==> config.mk <==
export PLATFORM = sky130hd
export DESIGN_NAME = core_prefetch_unit
export DESIGN_NICKNAME = d
export VERILOG_FILES = /design/src/rtl/core_prefetch_unit.sv
export SDC_FILE = /design/constraint.sdc
export NUM_CORES = 1
export LEC_CHECK = 0
export ABC_AREA = 1
export CAP_MARGIN = 20
export CORE_MARGIN = 2
export CORE_UTILIZATION = 52
export DETAILED_ROUTE_END_ITERATION = 10
export PLACE_DENSITY = 0.77
export REMOVE_ABC_BUFFERS = 1
export SLEW_MARGIN = 15
export SYNTH_ARGS = -nofsm -noshare
export SYNTH_HDL_FRONTEND = slang
export SYNTH_SLANG_ARGS = --single-unit
==> constraint.sdc <==
create_clock -name clk -period 4.1 [get_ports clk]
set_input_delay 1.025 -clock clk [delete_from_list [all_inputs] [get_ports clk]]
set_output_delay 1.025 -clock clk [all_outputs]
set_load 0.005 [all_outputs]
==> src/rtl/core_prefetch_unit.sv <==
// Instruction prefetch unit: keeps up to MAX_OUTSTANDING AXI-lite reads in
// flight and queues returned words with their PCs in a DEPTH-entry FIFO.
// A redirect flushes the FIFO and drops responses to already-issued reads.
module core_prefetch_unit #(
    parameter int                    DATA_WIDTH      = 32,
    parameter int                    ADDR_WIDTH      = 32,
    parameter int                    DEPTH           = 4,
    parameter int                    MAX_OUTSTANDING = 2,
    parameter logic [ADDR_WIDTH-1:0] RESET_PC        = '0
) (
    input  logic                  clk,
    input  logic                  rst,
    output logic [ADDR_WIDTH-1:0] ARADDR,
    output logic                  ARVALID,
    input  logic                  ARREADY,
    input  logic [DATA_WIDTH-1:0] RDATA,
    input  logic                  RVALID,
    output logic                  RREADY,
    input  logic                  redirect_valid,
    input  logic [ADDR_WIDTH-1:0] redirect_pc,
    output logic                  instr_valid,
    output logic [DATA_WIDTH-1:0] instr,
    output logic [ADDR_WIDTH-1:0] instr_pc,
    input  logic                  instr_ready
);

    localparam int CNT_W = $clog2(DEPTH + 1);
    localparam int PTR_W = $clog2(DEPTH);
    localparam logic [CNT_W-1:0] MAX_OUT_C = CNT_W'(MAX_OUTSTANDING);
    localparam logic [CNT_W:0]   DEPTH_C   = (CNT_W + 1)'(DEPTH);
    localparam logic [ADDR_WIDTH-1:0] WORD_STEP = ADDR_WIDTH'(4);

    // Force a PC onto a word boundary so ARADDR[1:0] is always zero.
    function automatic logic [ADDR_WIDTH-1:0] word_align(input logic [ADDR_WIDTH-1:0] a);
        return a & ~ADDR_WIDTH'(3);
    endfunction

    logic [ADDR_WIDTH-1:0] fetch_pc;
    logic [ADDR_WIDTH-1:0] ret_pc;
    logic [ADDR_WIDTH-1:0] araddr_q;
    logic                  arvalid_q;
    logic                  rready_q;
    logic [CNT_W-1:0]      outstanding;
    logic [CNT_W-1:0]      discard;
    logic [CNT_W-1:0]      count;
    logic [PTR_W-1:0]      rd_ptr;
    logic [PTR_W-1:0]      wr_ptr;
    logic [DATA_WIDTH-1:0] mem_instr [DEPTH];
    logic [ADDR_WIDTH-1:0] mem_pc    [DEPTH];

    logic                  ar_hs;
    logic                  r_hs;
    logic                  push;
    logic                  pop;
    logic                  credit;
    logic                  load;
    logic [CNT_W-1:0]      out_after_ret;
    logic [CNT_W-1:0]      count_after;
    logic [CNT_W:0]        occ_sum;
    logic [CNT_W-1:0]      out_next;

    assign ARVALID     = arvalid_q;
    assign ARADDR      = araddr_q;
    assign RREADY      = rready_q;
    assign instr_valid = (count != '0);
    assign instr       = mem_instr[rd_ptr];
    assign instr_pc    = mem_pc[rd_ptr];

    // Handshakes, credit and next outstanding count; redirect overrides push/pop/issue.
    always_comb begin
        ar_hs         = arvalid_q & ARREADY;
        r_hs          = RVALID & rready_q;
        push          = r_hs & (discard == '0) & ~redirect_valid;
        pop           = (count != '0) & instr_ready & ~redirect_valid;
        out_after_ret = outstanding - CNT_W'(r_hs);
        count_after   = count + CNT_W'(push) - CNT_W'(pop);
        occ_sum       = {1'b0, out_after_ret} + {1'b0, count_after};
        // Reserving FIFO space per in-flight read is what lets RREADY stay high.
        credit        = (out_after_ret < MAX_OUT_C) && (occ_sum < DEPTH_C);
        load          = (~arvalid_q | ar_hs) & credit & ~redirect_valid;
        out_next      = out_after_ret + CNT_W'(load);
    end

    // Control state: AR channel, PC trackers, counters and FIFO pointers.
    always_ff @(posedge clk or negedge rst) begin
        if (!rst) begin
            rready_q    <= 1'b0;
            arvalid_q   <= 1'b0;
            araddr_q    <= RESET_PC;
            fetch_pc    <= RESET_PC;
            ret_pc      <= RESET_PC;
            outstanding <= '0;
            discard     <= '0;
            count       <= '0;
            rd_ptr      <= '0;
            wr_ptr      <= '0;
        end else begin
            rready_q    <= 1'b1;
            outstanding <= out_next;

            // A pending AR is never withdrawn, even across a redirect.
            if (load) begin
                arvalid_q <= 1'b1;
                araddr_q  <= fetch_pc;
            end else if (ar_hs) begin
                arvalid_q <= 1'b0;
            end

            if (redirect_valid) begin
                fetch_pc <= word_align(redirect_pc);
                ret_pc   <= word_align(redirect_pc);
                // Everything still in flight, including a pending AR, is old stream.
                discard  <= out_next;
                count    <= '0;
                rd_ptr   <= '0;
                wr_ptr   <= '0;
            end else begin
                if (load) begin
                    fetch_pc <= fetch_pc + WORD_STEP;
                end
                if (push) begin
                    ret_pc <= ret_pc + WORD_STEP;
                    wr_ptr <= wr_ptr + PTR_W'(1);
                end
                if (r_hs && (discard != '0)) begin
                    discard <= discard - CNT_W'(1);
                end
                if (pop) begin
                    rd_ptr <= rd_ptr + PTR_W'(1);
                end
                count <= count_after;
            end
        end
    end

    // FIFO storage: write the returned word with the PC it was fetched from.
    always_ff @(posedge clk or negedge rst) begin
        if (!rst) begin
            for (int i = 0; i < DEPTH; i++) begin
                mem_instr[i] <= '0;
                mem_pc[i]    <= '0;
            end
        end else if (push) begin
            mem_instr[wr_ptr] <= RDATA;
            mem_pc[wr_ptr]    <= ret_pc;
        end
    end

endmodule

==> impl_metrics.json <==
{
  "postSynthCellCount": 2002,
  "cts_buffers": 39,
  "dr_total_vias": 14200,
  "first_pass_iters": 7,
  "clock_skew_ps": 11.7,
  "totalWireLength_um": 41800,
  "synth_area_um2": 16500,
  "die_h_um": 182,
  "nNetsFinal": 2217,
  "tns_ps": 0,
  "syn2layout_area_growth_pct": 19.6,
  "synth_cell_type_count": 40,
  "postRouteAntennaNets": 0,
  "fin_crit_sh_pct": 95.5,
  "max_freq_mhz": 255,
  "layout.area.seq_um2": 8840,
  "maxSlewViolCount": 0,
  "cap_violations": 0,
  "synth_top_area_share_pct": 53.4,
  "gr-usage-all-layers_pct": 25.7,
  "outcome": "finished, final reports clean",
  "setup_viol": 0,
  "rr_worst_depth": 23,
  "critPathKind": "in -> reg",
  "dpl_cell_area_um2": 18500,
  "yosysWarnings": 0,
  "p_leak_nw": 9.29,
  "ys.flop_type": "dfrtp_1",
  "syn_area_per_cell_um2": 8.26,
  "seq_area_frac_synth_pct": 53.4,
  "cp_cell_sequence": "clkdlybuf4s50_1, nand2_2, inv_2, nand2_4, inv_4, nand2_4, ha_1, inv_1, ha_1, fa_2, inv_1, xor2_1, inv_1, ha_1, or2_1, nor2_2, nand3_2, inv_2, ha_4, ha_4, o211ai_1, o21ai_1",
  "tightest_slew_ps": 767,
  "yosys.area.top_type": "dfrtp_1",
  "grt_pass1_wl_um": 69900,
  "routabilityCongestion": 0.885,
  "viasPerCell": 5.55,
  "min_period_ps": 3920,
  "timing.rr.end": "discard[1]",
  "cp-start-kind": "input port",
  "synth_common_cells": "476 x nand2_1, 353 x dfrtp_1, 298 x o21ai_0, 224 x nor2_1, 139 x inv_1",
  "hpwlAfterDp_um": 26600,
  "clockBufferDepth": 3,
  "cts_max_level": 2,
  "r2r-start": "discard[0]",
  "antenna_found_initial": 0,
  "postCtsHoldBufs": 0,
  "cpMaxStageDelayCell": "clkdlybuf4s50_1",
  "layout-drive-gt1-share_pct": 6.17,
  "ios": 169,
  "endpoint_kind": "register",
  "required_ps": 4480,
  "multi_input_area_um2": 6590,
  "p_per_area_nw_per_um2": 620,
  "n_antenna_cell": 0,
  "grt_pass1_vias": 14000,
  "cts-root-buf": "clkbuf_16",
  "core_region_area_um2": 31400,
  "hold_class": "in -> async",
  "wl_per_cell_um": 16.3,
  "overflow": 0,
  "synth-edff-count": 0,
  "async_flop_share_pct": 100,
  "synth_seq_cells": 353,
  "ir_drop_v": 0.000410,
  "crit_path_max_incr_delay_ps": 470,
  "portBuffers": 162,
  "cts_tree": "done",
  "drc": 0,
  "hold_viol": 0,
  "synth_area_leaders": "dfrtp_1 53%, nand2_1 11%, o21ai_0 9.0%, nor2_1 5.1%, o21ai_1 3.7%",
  "path_clk_slew_ps": 60,
  "critPathMaxFanout": 2,
  "r2r_slack_ps": 460,
  "slew_headroom_pct": 48.9,
  "num_rows": 65,
  "fill_cells": 2670,
  "yosysMostFrequentCell": "nand2_1",
  "die_area_um2": 33200,
  "arrival_ps": 4290,
  "drtIter0Drc": 1193,
  "start_util_pct": 52.7,
  "stdcell_area_um2": 19800,
  "clock_latency_ps": 520,
  "cts.sinks": 353,
  "grt_max_degree": 125,
  "die_w_um": 182
}
==> state kept, by name, indices dropped and copies added, names as in the netlist <==
name / cells
ARADDR: 30
ARVALID: 1
RREADY: 1
count: 3
discard: 3
fetch_pc: 30
mem_instr: 128
mem_pc: 120
outstanding: 3
rd_ptr: 2
ret_pc: 30
wr_ptr: 2
==> cells in the final DEF, fill, tap and decap left out, drive strengths merged <==
cell	n
a21oi	12
a31oi	2
and2	1
buf	41
bufinv	1
clkbuf	59
clkdlybuf4s50	161
clkinv	9
conb	5
dfrtp	353
fa	1
ha	16
inv	144
nand2	484
nand3	78
nand3b	4
nand4	7
nor2	230
nor3	9
o211ai	19
o21a	1
o21ai	424
o21bai	1
o221ai	1
o22ai	63
or2	3
xnor2	3
xor2	25
==> worst max path at each step <==
stage                   start         end  slack (ps)  depth (start not counted)
CTS                    RVALID  discard[1]          40                         22
global placement       RVALID  discard[1]        -450                         22
floorplan           rd_ptr[0]    instr[0]       -1870                          3
finish                 RVALID  discard[1]         180                         22
global route           RVALID  discard[1]          -7                         22
detailed placement     RVALID  discard[1]        -490                         22
==> critical path: cells and delay by family <==
kind,cells,cell delay [ps]
simple gates,6,600
xor+xnor,1,170
fa+ha+maj,6,1350
compound gates,2,260
buf+inv,7,890
==> report_power, final <==
| part | total [mW] | switching (mW) | internal [mW] | leakage (nW) |
|---|---|---|---|---|
| clock | 3.36 | 1.36 | 2.00 | 0.609 |
| combinational | 4.19 | 2.14 | 2.05 | 4.01 |
| sequential | 4.71 | 0.496 | 4.21 | 4.68 |
| total | 12.3 | 4.00 | 8.26 | 9.29 |
==> what timing repair did <==
item                                    CTS  global route
resized for setup                         0            10
setup buffers                             0             1
endpoints found under the setup margin    0            34
==> routing by layer <==
layer / up-vias / global-route usage [%] / part of all wire (%)
li1: 6820 / - / -
met1: 6810 / 35.4 / 44
met2: 506 / 42.5 / 47
met3: 75 / 3.43 / 6.3
met4: 0 / 7.74 / 2.4
met5: - / 0 / 0
==> cell families after synthesis <==
kind of cell    after synthesis  synth area share (%)
simple gates                816                  19.9
xor+xnor                     28                  1.53
flops                       353                  53.4
other cells                   2                0.0454
fa+ha+maj                    17                  1.33
compound gates              523                  16.8
buf+inv                     263                  7.04
==> per-stage QoR <==
| stage | power [mW] | utilization, % | hold WS (ps) | instances | worst slack [ps] |
|---|---|---|---|---|---|
| finish | 12.3 | 63.0 | 454 | 2559 | 185 |
| global route | 13.1 | 63.0 | 501 | 2559 | -6.51 |
| CTS | 12.3 | 62.9 | 479 | 2558 | 39.4 |
| detailed placement | 8.91 | 58.9 | 465 | 2490 | -493 |
| global placement | 8.80 | 58.9 | 461 | 2490 | -448 |
| floorplan | 6.74 | - | 448 | 1887 | -1870 |
==> area by class of cell <==
cell class / instances / share of cell area, %
clock buffer: 59 / 5.83
clock inverter: 9 / 0.373
inverter: 145 / 2.78
multi-input combinational: 1389 / 33.3
sequential: 353 / 44.7
tap: 402 / 2.54
timing repair buffer: 202 / 10.5
(Power assumes the default switching activity.)
